--- config.mk ---
export PLATFORM = sky130hd
export DESIGN_NAME = d_e_pipe_reg
export DESIGN_NICKNAME = d
export VERILOG_FILES = /design/src/rtl/d_e_pipe_reg_pkg.sv /design/src/rtl/d_e_pipe_reg_pipe_field.sv /design/src/rtl/d_e_pipe_reg.sv
export SDC_FILE = /design/constraint.sdc
export NUM_CORES = 1
export LEC_CHECK = 0
export BUFFER_PORTS_ARGS = -buffer_cell sky130_fd_sc_hd__buf_4
export CAP_MARGIN = 20
export CORE_AREA = 2 2 145 147
export CTS_CLUSTER_DIAMETER = 30
export DETAILED_ROUTE_END_ITERATION = 12
export DIE_AREA = 0 0 147 149
export GPL_ROUTABILITY_DRIVEN = 1
export PLACE_DENSITY_LB_ADDON = 0.2
export SLEW_MARGIN = 20
export SYNTH_ARGS = -nofsm -noshare
export SYNTH_HDL_FRONTEND = slang
export SYNTH_HIERARCHICAL = 1
export SYNTH_SLANG_ARGS = --single-unit
--- constraint.sdc ---
create_clock -name clk -period 2.4 [get_ports clk]
set_clock_uncertainty 0.15 [all_clocks]
set_input_delay 0.12 -clock clk [delete_from_list [all_inputs] [get_ports clk]]
set_output_delay 0.12 -clock clk [all_outputs]
set_load 0.1 [all_outputs]
--- src/rtl/d_e_pipe_reg_pkg.sv ---
// d_e_pipe_reg_pkg: shared widths, reset/nop constants and the Tnew override helper for the D->E register
package d_e_pipe_reg_pkg;
    localparam int DW = 32;
    localparam int AW = 5;
    localparam int TW = 2;
    localparam logic [31:0] NOP_INSTR = 32'h0;
    localparam logic [31:0] RESET_PC = 32'h0000_3000;
    function automatic logic [TW-1:0] tnew_eff(input logic [AW-1:0] a3, input logic [TW-1:0] tnew);
        return (a3 == '0) ? '0 : tnew;
    endfunction
endpackage

--- src/rtl/d_e_pipe_reg_pipe_field.sv ---
// pipe_field: one pipeline-register field with async active-low reset value and a bubble value
module pipe_field #(
    parameter int W = 32,
    parameter logic [W-1:0] RV = '0,
    parameter logic [W-1:0] BV = '0
) (
    input  logic         clk,
    input  logic         reset,
    input  logic         bubble,
    input  logic [W-1:0] d,
    output logic [W-1:0] q
);
    always_ff @(posedge clk or negedge reset)
        if (!reset) q <= RV;
        else q <= bubble ? BV : d;
endmodule

--- src/rtl/d_e_pipe_reg.sv ---
// d_e_pipe_reg: D->E pipeline register with bubble injection and a saturating bubble counter
module d_e_pipe_reg
    import d_e_pipe_reg_pkg::*;
#(
    parameter int DW = d_e_pipe_reg_pkg::DW,
    parameter int AW = d_e_pipe_reg_pkg::AW,
    parameter int TW = d_e_pipe_reg_pkg::TW,
    parameter logic [DW-1:0] RESET_PC = d_e_pipe_reg_pkg::RESET_PC
) (
    input  logic          clk,
    input  logic          reset,
    input  logic          stall,
    input  logic [DW-1:0] D_pc,
    input  logic [DW-1:0] D_instr,
    input  logic [DW-1:0] D_rs_data,
    input  logic [DW-1:0] D_rt_data,
    input  logic [DW-1:0] D_imm32,
    input  logic [AW-1:0] D_A3,
    input  logic [TW-1:0] D_Tnew,
    output logic [DW-1:0] E_pc,
    output logic [DW-1:0] E_instr,
    output logic [DW-1:0] E_rs_data,
    output logic [DW-1:0] E_rt_data,
    output logic [DW-1:0] E_imm32,
    output logic [AW-1:0] E_A3,
    output logic [TW-1:0] E_Tnew,
    output logic          E_valid,
    output logic [31:0]   bubble_cnt
);
    // pc keeps flowing through bubbles so a later EPC can still see it
    pipe_field #(.W(DW), .RV(RESET_PC)) u_pc (.clk, .reset, .bubble(1'b0), .d(D_pc), .q(E_pc));
    pipe_field #(.W(DW), .BV(DW'(NOP_INSTR))) u_instr (.clk, .reset, .bubble(stall), .d(D_instr), .q(E_instr));
    pipe_field #(.W(DW)) u_rs (.clk, .reset, .bubble(stall), .d(D_rs_data), .q(E_rs_data));
    pipe_field #(.W(DW)) u_rt (.clk, .reset, .bubble(stall), .d(D_rt_data), .q(E_rt_data));
    pipe_field #(.W(DW)) u_imm (.clk, .reset, .bubble(stall), .d(D_imm32), .q(E_imm32));
    pipe_field #(.W(AW)) u_a3 (.clk, .reset, .bubble(stall), .d(D_A3), .q(E_A3));
    pipe_field #(.W(TW)) u_tnew (.clk, .reset, .bubble(stall), .d(tnew_eff(D_A3, D_Tnew)), .q(E_Tnew));
    pipe_field #(.W(1)) u_valid (.clk, .reset, .bubble(stall), .d(1'b1), .q(E_valid));
    always_ff @(posedge clk or negedge reset)
        if (!reset) bubble_cnt <= '0;
        else if (stall && bubble_cnt != '1) bubble_cnt <= bubble_cnt + 32'd1;
endmodule
# After elaboration in Yosys (flattened, before gate mapping)
# Cells that the tools add are included.
# W data, S select, Z words.
classes:
  n_addsub: 1
  reduce_logical: 2
  mux: 8
  n_eq_ne: 1
op_table:
  columns: ["op", "n"]
  rows:
  - ["$mux W32", 4]
  - ["$add A32 B1 Y32 const B", 1]
  - ["$ne A32 B32 Y1 const B", 1]
  - ["$logic_not A5 Y1", 1]
  - ["$mux W5", 1]
  - ["$mux W2", 2]
  - ["$logic_and A1 B1 Y1", 1]
  - ["$mux W1", 1]
totals:
  reg_bits: 200
  inputBits: 170
  word_cells: 21

# Depth between registers and ports, before layout
# Gate-level depths: netlist of the first run.
depth:
  depth_word: 3
  ltp_mapped: 6

# Hierarchy
# Netlist of the first run, hierarchy kept.
modules_own_cells:
  columns: ["module", "seq_area_each_um2", "area_per_inst_um2", "instances", "cells_each"]
  rows:
  - ["pipe_field (u_imm ...)", 800.8, 1023.5, 4, 67]
  - ["d_e_pipe_reg", 800.8, 1700.4, 1, 155]
  - ["pipe_field (u_pc)", 803.3, 1026.0, 1, 67]
  - ["pipe_field (u_a3)", 125.1, 156.4, 1, 10]
  - ["pipe_field (u_tnew)", 50.0, 62.6, 1, 4]
  - ["pipe_field (u_valid)", 25.0, 38.8, 1, 2]

# Least setup slack after synthesis of the first run
# No wires, ideal clock.
synth_path:
  path_type: "reg-to-reg"
  from: "register bubble_cnt[0]"
  to: "register bubble_cnt[1]"
  t_required_ns: 2.122
  n_path_buf: 0
  stages_incl_launch_ff: 7
  setup_slack_ns: -0.263
  t_arrival_ns: 2.384
  cell_sequence: "dfrtp_1 -> ha_1 -> nand3_1 -> nor2_2 -> nand4_4 -> nand2_1 -> mux2_1"
synth_via:
  elab_chain_cells: 2
  elab_cells_between_ends: 3
  cone_classes: "1 x add/sub; 1 x eq/ne; 1 x reduce/logical"
synth_lines:
  columns: ["element", "line", "source"]
  rows:
  - ["start, declared", "d_e_pipe_reg.sv:28", "output logic [31:0] bubble_cnt"]
  - ["start signal, assigned", "d_e_pipe_reg.sv:41", "else if (stall && bubble_cnt != '1) bubble_cnt <= bubble_cnt + 32'd1;"]
  - ["branches (longest 2 deep; another with $add A32 B1 Y32)", null, null]
# Parallel ways; which one is timed is not known.
# A chain may end at the register's enable or synchronous reset.

# Worst setup path after layout of the first run
layout_path:
  from: "register bubble_cnt[28]"
  to: "register bubble_cnt[1]"
layout_via:
  elab_chain_cells: 2
layout_lines:
  columns: ["element", "line"]
  rows:
  - ["$ne A32 B32 Y1", "d_e_pipe_reg.sv:41"]
  - ["$logic_and A1 B1 Y1", "d_e_pipe_reg.sv:41"]
# Every way passes these cells.

==> flow_metrics.tcl, run 1 <==
set metrics [dict create \
    critPathMaxStageDelay_ns 0.48 \
    cts_sinks 200 \
    core_area_um2 20600 \
    worstPathArrival_ns 2.20 \
    fp.dieW_um 147 \
    vias 5754 \
    regToRegSetupSlack_ns 0.37 \
    fin_crit_sh 0.847 \
    maxSlewViolCount 0 \
    worstReg2RegStart "bubble_cnt[28]" \
    hp-class "primary input to async pin" \
    cp.buffers_inverters 0 \
    rsz0062_at_grt "no" \
    end_kind "flip-flop" \
    async_reset_ff_frac 1.00 \
    power.density_nw_per_um2 729 \
    grt_pass1_vias 6065 \
    clockBufferDepth 2 \
    tightest_slew_ns 0.634 \
    syn_area_per_cell_um2 14.0 \
    worstPathMaxFanout 7 \
    netlist_area_um2 7080 \
    setup_viol 0 \
    gp_congestion 0.778 \
    grt_max_degree 122 \
    synth_ff_type "dfrtp_1" \
    cts_hold_buffers 184 \
    cts_resized 0 \
    die_y_um 149 \
    drive_above_1_share 0.418 \
    hold_viol 0 \
    dpl_worst_slack_ns 0.367 \
    p_leak_nw 6.22 \
    die_area_um2 21900 \
    place_hpwl_um 14900 \
    grt_usage 0.203 \
    grt_pass1_wl_um 34200 \
    cts_tree "done" \
    path_common_cell "and4_1" \
    relSlewSlack 0.577 \
    first_iter_violations 177 \
    antenna_found_initial 0 \
    cts_root_buffer "clkbuf_16" \
    cp-start-kind "flip-flop" \
    clkTransAtPathRegs_ns 0.08 \
    multi_input_area_um2 1960 \
    yosys-top-cells-area "dfrtp_1 70%, nor2b_1 15%, xnor2_1 2.8%" \
    wirelength_um 22200 \
    synth_edf_count 0 \
    ios 370 \
    yosysMostFrequentCell "dfrtp_1" \
    area_growth_syn_to_layout_pct 78.8 \
    start_util 0.344 \
    required_ns 2.57 \
    synth_common_cells "198 x dfrtp_1, 169 x nor2b_1, 23 x xnor2_1, 16 x buf_4, 16 x nand3_1" \
    rows 53 \
    cp_cell_sequence "and4_1 > and4_1 > nand4_4 > nand2_1 > mux2_1" \
    yosysWarnings 6 \
    cts_setup_buffers 0 \
    slowest_stage "and4_1" \
    irDropWorstVdd_v 0.00107 \
    yosys.area.top_type "dfrtp_1" \
    yosys_register_bits 200 \
    post_drt_via_cell_ratio 4.23 \
    port_buffers 369 \
    layout.area.seq_um2 5040 \
    timing.final.ws_setup_ns 0.368 \
    yosysTopAreaCellShare 0.700 \
    r2r_cells 5 \
    first_pass_iters 4 \
    critPathKind "flip-flop to flip-flop" \
    nNetsFinal 1244 \
    grt.overflow.total 0 \
    regToRegEndpoint "bubble_cnt[1]" \
    ant_nets 0 \
    synth_cell_types 38 \
    n_antenna_cell 0 \
    cts_buffers 17 \
    min_period_ns 2.03 \
    cp_top_family "simple AND/OR/NAND/NOR gates" \
    drt_drc_violations_left 0 \
    drv_cap 0 \
    clock.fmax_mhz 492 \
    fin_setup_tns_ns 0 \
    finalPower_mw 9.22 \
    clock_latency_ns 0.43 \
    htreeDepth 4 \
    status "finished, final reports clean" \
    fillCellCount 1662 \
    ys_seq_area_frac 0.707 \
    synth_cells 506 \
    wl_per_cell_um 16.3 \
]
==> layout make-up <==
class / count / share of cell area
Sequential cell: 200 / 0.398
Multi-Input combinational cell: 292 / 0.155
Tap cell: 275 / 0.0272
Timing Repair Buffer: 562 / 0.373
Clock inverter: 14 / 0.0117
Clock buffer: 18 / 0.0347
==> cell families (layout without fill, tap and decap cells) <==
group | after synthesis | in the layout | synth area share
buffers and inverters | 18 | 594 | 0.0182
AND/OR/NAND/NOR | 247 | 247 | 0.220
adder cells (fa/ha/maj) | 1 | 1 | 0.00177
flip-flops | 200 | 200 | 0.707
multiplexers | 1 | 1 | 0.00159
other | 2 | 6 | 0.00106
XOR/XNOR | 29 | 29 | 0.0359
AO/OA/AOI/OAI | 8 | 8 | 0.0143
==> per-stage QoR <==
step	instances	hold slack, ns	area [um^2]	utilization
2_1_floorplan	510	-0.326	7130	-
3_3_place_gp	1145	0.0536	10200	0.497
3_5_place_dp	1145	0.0536	10200	0.497
4_1_cts	1361	0.142	12700	0.616
5_1_grt	1361	0.179	12700	0.616
6_report	1361	0.144	12700	0.616
==> flip-flops by register name (all words and copies together) (netlist names) <==
name and count:
bubble_cnt 32, u_valid/q 1, u_a3/q 5, u_rt/q 32, u_instr/q 32, u_imm/q 32, u_tnew/q 2, u_rs/q 32
u_pc/q 32
==> worst register-to-register path: cells and delay by family (launching register included) <==
| family | cells | cell delay (ns) |
|---|---|---|
| DFF | 1 | 0.41 |
| muxes | 1 | 0.33 |
| and+or+nand+nor | 4 | 1.04 |
==> routing by layer <==
layer  share of wire  vias to the layer above  routed length [um]  GRT usage
li1                -                     2749                   -          -
met1            0.40                     2751                8820      0.241
met2            0.52                      217               11500      0.355
met3           0.061                       37                1340     0.0575
met4           0.024                        0                 523     0.0673
met5               0                        -                   0          0
==> where the power goes <==
part | switching [mW] | internal, mW
combinational | 1.91 | 0.771
sequential | 0.129 | 3.58
clock | 1.40 | 1.42
total | 3.45 | 5.77
==> worst max path at each step <==
stage                    from              to  slack (ns)  cells past startpoint
3_5_place_dp   bubble_cnt[16]   bubble_cnt[1]        0.37                      5
3_3_place_gp   bubble_cnt[16]   bubble_cnt[1]        0.41                      5
4_1_cts        bubble_cnt[16]   bubble_cnt[1]        0.36                      5
6_report       bubble_cnt[28]   bubble_cnt[1]        0.37                      5
5_1_grt        bubble_cnt[16]  bubble_cnt[28]        0.26                      5
2_1_floorplan  bubble_cnt[26]   bubble_cnt[1]        0.03                      5
==> layout by cell type, fill, tap and decap left out, types with 2 or more instances in the layout <==
cell type      instances
and2_1                 2
and3_1                 7
and4_1                 5
buf_12                 3
buf_4                374
clkbuf_16             17
clkbuf_8               2
clkinv_4               2
clkinv_8               2
conb_1                 6
dfrtp_1              170
dfrtp_2               28
dfstp_2                2
dlygate4sd3_1        184
inv_6                  4
inv_8                  3
nand2_1               13
nand3_1               16
nand4_1               13
nand4_4                2
nor2_1                 6
nor2b_1              169
nor3_1                 3
nor3_2                 2
xnor2_1               23
xor2_1                 6
Note: power is estimated with default switching activity, not from simulation.
==> inputs of run 2 (changes only) <==
--- a/config.mk
+++ b/config.mk
@@ -7,10 +7,10 @@
 export LEC_CHECK = 0
 export BUFFER_PORTS_ARGS = -buffer_cell sky130_fd_sc_hd__buf_4
 export CAP_MARGIN = 20
-export CORE_AREA = 2 2 145 147
+export CORE_AREA = 2 2 143 145
 export CTS_CLUSTER_DIAMETER = 30
 export DETAILED_ROUTE_END_ITERATION = 12
-export DIE_AREA = 0 0 147 149
+export DIE_AREA = 0 0 145 147
 export GPL_ROUTABILITY_DRIVEN = 1
 export PLACE_DENSITY_LB_ADDON = 0.2
 export SLEW_MARGIN = 20
==> constraint.sdc (replaced) <==
create_clock -name clk -period 1.75 [get_ports clk]
set_clock_uncertainty 0.15 [all_clocks]
set_input_delay 0.0875 -clock clk [delete_from_list [all_inputs] [get_ports clk]]
set_output_delay 0.0875 -clock clk [all_outputs]
set_load 0.1 [all_outputs]
==> run 2 against run 1 <==
Against the previous run: the run now ends with negative setup slack left; non-clock buffer count grew 55; hold slack lost 0.10 ns; sequential power grew 37%; largest cell class is now non-clock buffers; register-to-register slack lost 0.45 ns; highest routed layer is now met5.
==> flow_metrics.tcl, run 2 (synthesis gave the netlist of run 1 again) <==
set metrics [dict create \
    clkTransAtPathRegs_ns 0.08 \
    fin_crit_sh 1.05 \
    first_pass_iters 4 \
    grt_pass1_wl_um 36700 \
    final_util 0.671 \
    p_leak_nw 6.53 \
    n_antenna_cell 0 \
    cts_sinks 200 \
    placed_cells 1197 \
    layout_commonest_cell "buf_4" \
    htreeDepth 4 \
    ios 370 \
    post_drt_via_cell_ratio 4.34 \
    start_util 0.357 \
    place_hpwl_um 15900 \
    critPathKind "flip-flop to flip-flop" \
    grt_usage 0.222 \
    area_growth_syn_to_layout_pct 88.2 \
    worstPathArrival_ns 2.00 \
    r2r_cells 5 \
    die_y_um 147 \
    clock_latency_ns 0.43 \
    regToRegEndpoint "bubble_cnt[21]" \
    port_buffers 369 \
    stdcell_count 1411 \
    required_ns 1.91 \
    cts_root_buffer "clkbuf_16" \
    cp-start-kind "flip-flop" \
    gp_congestion 0.821 \
    core_area_um2 19800 \
    status "complete, but fails checks" \
    die_area_um2 21300 \
    hp-class "primary input to async pin" \
    grt.overflow.total 0 \
    vias 6128 \
    setup_viol 9 \
    irDropWorstVdd_v 0.00137 \
    fp.dieW_um 145 \
    drv_cap 0 \
    critPathMaxStageDelay_ns 0.44 \
    clockBufferDepth 2 \
    nNetsFinal 1299 \
    violations "negative setup slack" \
    antenna_found_initial 1 \
    end_kind "flip-flop" \
    drive_above_1_share 0.482 \
    cts_tree "done" \
    maxSlewViolCount 0 \
    worstReg2RegStart "bubble_cnt[8]" \
    finalHoldWorstSlack_ns 0.0439 \
    worstPathMaxFanout 4 \
    fin_setup_tns_ns -0.392 \
    wl_per_cell_um 16.6 \
    hold_viol 0 \
    rows 52 \
    grt_max_degree 94 \
    layout_common_cells "432 x buf_4, 169 x nor2b_1, 169 x dlygate4sd3_1" \
    grt_pass1_vias 6668 \
    timing.final.ws_setup_ns -0.0869 \
    rsz0062_at_grt "yes" \
    slowest_stage "or3_4" \
    fin_area_um2 13300 \
    cts_buffers 17 \
    min_period_ns 1.84 \
    first_iter_violations 175 \
    clock.fmax_mhz 544 \
    regToRegSetupSlack_ns -0.09 \
    cp_cell_sequence "nand4_4 > or3_4 > a311oi_4 > nand3_1 > xnor2_1" \
    ant_nets 0 \
    drt_drc_violations_left 0 \
    power.density_nw_per_um2 975 \
    wirelength_um 23400 \
    placed_area_um2 10800 \
]
run 2: cell type report:
cell class	count	area (um^2)
Sequential cell	200	5120
Clock inverter	15	176
Timing Repair Buffer	617	5160
Clock buffer	17	425
Fill cell	1439	6520
Tap cell	270	338
Multi-Input combinational cell	292	2100
run 2: how the worst max path moves through the flow:
stage	from	slack, ns	end
after floorplan	bubble_cnt[16]	-0.34	bubble_cnt[1]
after global placement	bubble_cnt[17]	-0.18	bubble_cnt[10]
after detailed placement	bubble_cnt[29]	-0.18	bubble_cnt[29]
after CTS	bubble_cnt[8]	-0.1	bubble_cnt[21]
after global routing	bubble_cnt[8]	-0.17	bubble_cnt[17]
final	bubble_cnt[8]	-0.09	bubble_cnt[21]
run 2: through the flow:
step / power [mW] / worst slack [ns]
2_1_floorplan: 7.60 / -0.338
3_3_place_gp: 8.73 / -0.181
3_5_place_dp: 8.76 / -0.178
4_1_cts: 13.1 / -0.0999
5_1_grt: 13.5 / -0.168
6_report: 13.0 / -0.0869
run 2: repair_timing:
action	4_1_cts	5_1_grt
endpoints found under the hold margin	368	0
pin swaps	25	22
hold buffers	169	0
setup buffers	10	3
setup endpoints to repair	29	29
resized for setup	21	14
cloned	0	0
run 2: power by group:
part	internal (mW)	switching [mW]	leakage [nW]
Combinational	1.24	2.75	3.70
Clock	1.94	1.99	0.290
Sequential	4.94	0.136	2.54
run 2: critical path: cells and delay by family (launching register included):
kind / cells / cell delay, ns
DFF: 1 / 0.43
xor gates and xnor gates: 1 / 0.14
AOI/OAI and AO/OA: 1 / 0.31
and+or+nand+nor: 3 / 0.69
run 2: routing by layer:
metal	routed length (um)	share of wire	GRT usage
met1	9000	0.38	0.256
met2	12300	0.53	0.393
met3	1260	0.054	0.0565
met4	778	0.033	0.0936
met5	15	0.00064	0
==> inputs of run 3 (changes only) <==
==> constraint.sdc (replaced) <==
create_clock -name clk -period 1.75 [get_ports clk]
set_clock_uncertainty 0.15 [all_clocks]
set_input_delay 0.0875 -clock clk [delete_from_list [all_inputs] [get_ports clk]]
set_output_delay 0.0875 -clock clk [all_outputs]
set_load 0.02 [all_outputs]
==> run 3 against run 2 <==
Against the previous run: the flow still finishes with violations (negative setup slack); utilization decreased by 0.78 points; clock power about the same; sequential share of layout area fell by 0.18 points; hold slack lost 0.026 ns; cell count hardly changed; non-clock buffer count decreased by 1; global-route usage is 0.16 points lower.
==> flow_metrics.tcl, run 3 (synthesis gave the netlist of run 1 again) <==
set metrics [dict create \
    port_buffers 369 \
    htreeDepth 4 \
    cts_tree "done" \
    vias 6099 \
    finalHoldWorstSlack_ns 0.0183 \
    setup_viol 13 \
    power.density_nw_per_um2 851 \
    ant_nets 0 \
    end_kind "flip-flop" \
    critPathKind "flip-flop to flip-flop" \
    status "complete, but fails checks" \
    clockBufferDepth 2 \
    n_antenna_cell 0 \
    layout_commonest_cell "buf_4" \
    worstPathArrival_ns 2.06 \
    hp-class "primary input to async pin" \
    nNetsFinal 1298 \
    clock.fmax_mhz 539 \
    cts_sinks 200 \
    regToRegSetupSlack_ns -0.11 \
    cp.buffers_inverters 2 \
    wirelength_um 23600 \
    rows 52 \
    violations "negative setup slack" \
    post_drt_via_cell_ratio 4.33 \
    finalPower_mw 11.2 \
    grt_usage 0.220 \
    fin_crit_sh 1.06 \
    irDropWorstVdd_v 0.000646 \
    fin_area_um2 13200 \
    fillCellCount 1461 \
    tightest_slew_ns 0.533 \
    fp.dieW_um 145 \
    p_leak_nw 6.52 \
    first_pass_iters 4 \
    grt_max_degree 120 \
    drive_above_1_share 0.470 \
    min_period_ns 1.86 \
    hold_viol 0 \
    maxSlewViolCount 0 \
    cp_top_family "simple AND/OR/NAND/NOR gates" \
    die_y_um 147 \
    wl_per_cell_um 16.7 \
    critPathMaxStageDelay_ns 0.40 \
    layout_common_cells "434 x buf_4, 176 x dfrtp_1, 169 x nor2b_1, 169 x dlygate4sd3_1" \
    fin_setup_tns_ns -0.573 \
    cp_cell_sequence "and4_4 > and4_4 > buf_12 > buf_6 > a31oi_4 > and3_4 > xor2_2" \
    core_area_um2 19800 \
    gp_congestion 0.780 \
    grt.overflow.total 0 \
    start_util 0.357 \
    grt_pass1_wl_um 36400 \
    required_ns 1.96 \
    place_hpwl_um 15700 \
    drv_cap 0 \
    first_iter_violations 153 \
    path_common_cell "and4_4" \
    cts_root_buffer "clkbuf_16" \
    die_area_um2 21300 \
    antenna_found_initial 1 \
    drt_drc_violations_left 0 \
    worstPathMaxFanout 5 \
    cp-start-kind "flip-flop" \
    placed_area_um2 10700 \
    area_growth_syn_to_layout_pct 86.1 \
    timing.final.ws_setup_ns -0.105 \
    grt_pass1_vias 6509 \
    rsz0062_at_grt "yes" \
    ios 370 \
    cts_buffers 17 \
    slowest_stage "dfrtp_2" \
    clkTransAtPathRegs_ns 0.08 \
    clock_latency_ns 0.43 \
    relSlewSlack 0.644 \
]
[run 3: cell types whose count changed in the layout (fill, tap and decap cells not counted), moves of 3 or more]
| cell | before | now |
|---|---|---|
| and3_4 | 4 | 1 |
| clkinv_4 | 0 | 4 |
| clkinv_8 | 5 | 2 |
| dfrtp_1 | 166 | 176 |
| dfrtp_2 | 4 | 22 |
| dfrtp_4 | 28 | 0 |
[run 3: cell type report]
| type | instances | area, um^2 | area share |
|---|---|---|---|
| sequential | 200 | 5030 | 0.382 |
| timing repair buffer | 616 | 5130 | 0.390 |
| clock inverter | 13 | 155 | 0.0118 |
| clock buffer | 19 | 443 | 0.0336 |
| multi-input combinational | 292 | 2060 | 0.157 |
| tap | 270 | 338 | 0.0257 |
[run 3: final timing paths]
kind | cells past startpoint | startpoint | to
worst max-delay path | 7 | bubble_cnt[16] | bubble_cnt[10]
worst min-delay path | 2 | reset | u_imm/q[3]
worst max register to register | 7 | bubble_cnt[16] | bubble_cnt[10]
worst min register to register | 2 | bubble_cnt[21] | bubble_cnt[21]
max in group asynchronous | 3 | reset | u_pc/q[24]
min in group clk | 3 | D_rs_data[9] | u_rs/q[9]
[run 3: power by group]
group	internal (mW)	leakage (nW)	total, mW	switching (mW)
clock network	2.08	0.292	3.95	1.87
logic	1.20	3.67	2.22	1.02
registers	4.90	2.56	5.05	0.143
total	8.18	6.52	11.2	3.03
[run 3: stage by stage]
step,setup slack [ns],util,instances
finish,-0.105,0.664,1410
global route,-0.172,0.664,1410
CTS,-0.0489,0.656,1402
detailed placement,-0.182,0.537,1197
global placement,-0.180,0.537,1197
floorplan,-0.116,-,510
[run 3: repair_timing]
item	4_1_cts	5_1_grt
setup buffers	4	8
pin swaps	13	26
hold buffers	169	0
resized for setup	11	18
hold endpoints to repair	374	0
setup endpoints to repair	22	28
[run 3: metal layers]
metal,global-route usage,routed length (um)
met5,0,13
met3,0.0581,1200
met4,0.0777,660
met1,0.257,9200
met2,0.393,12500
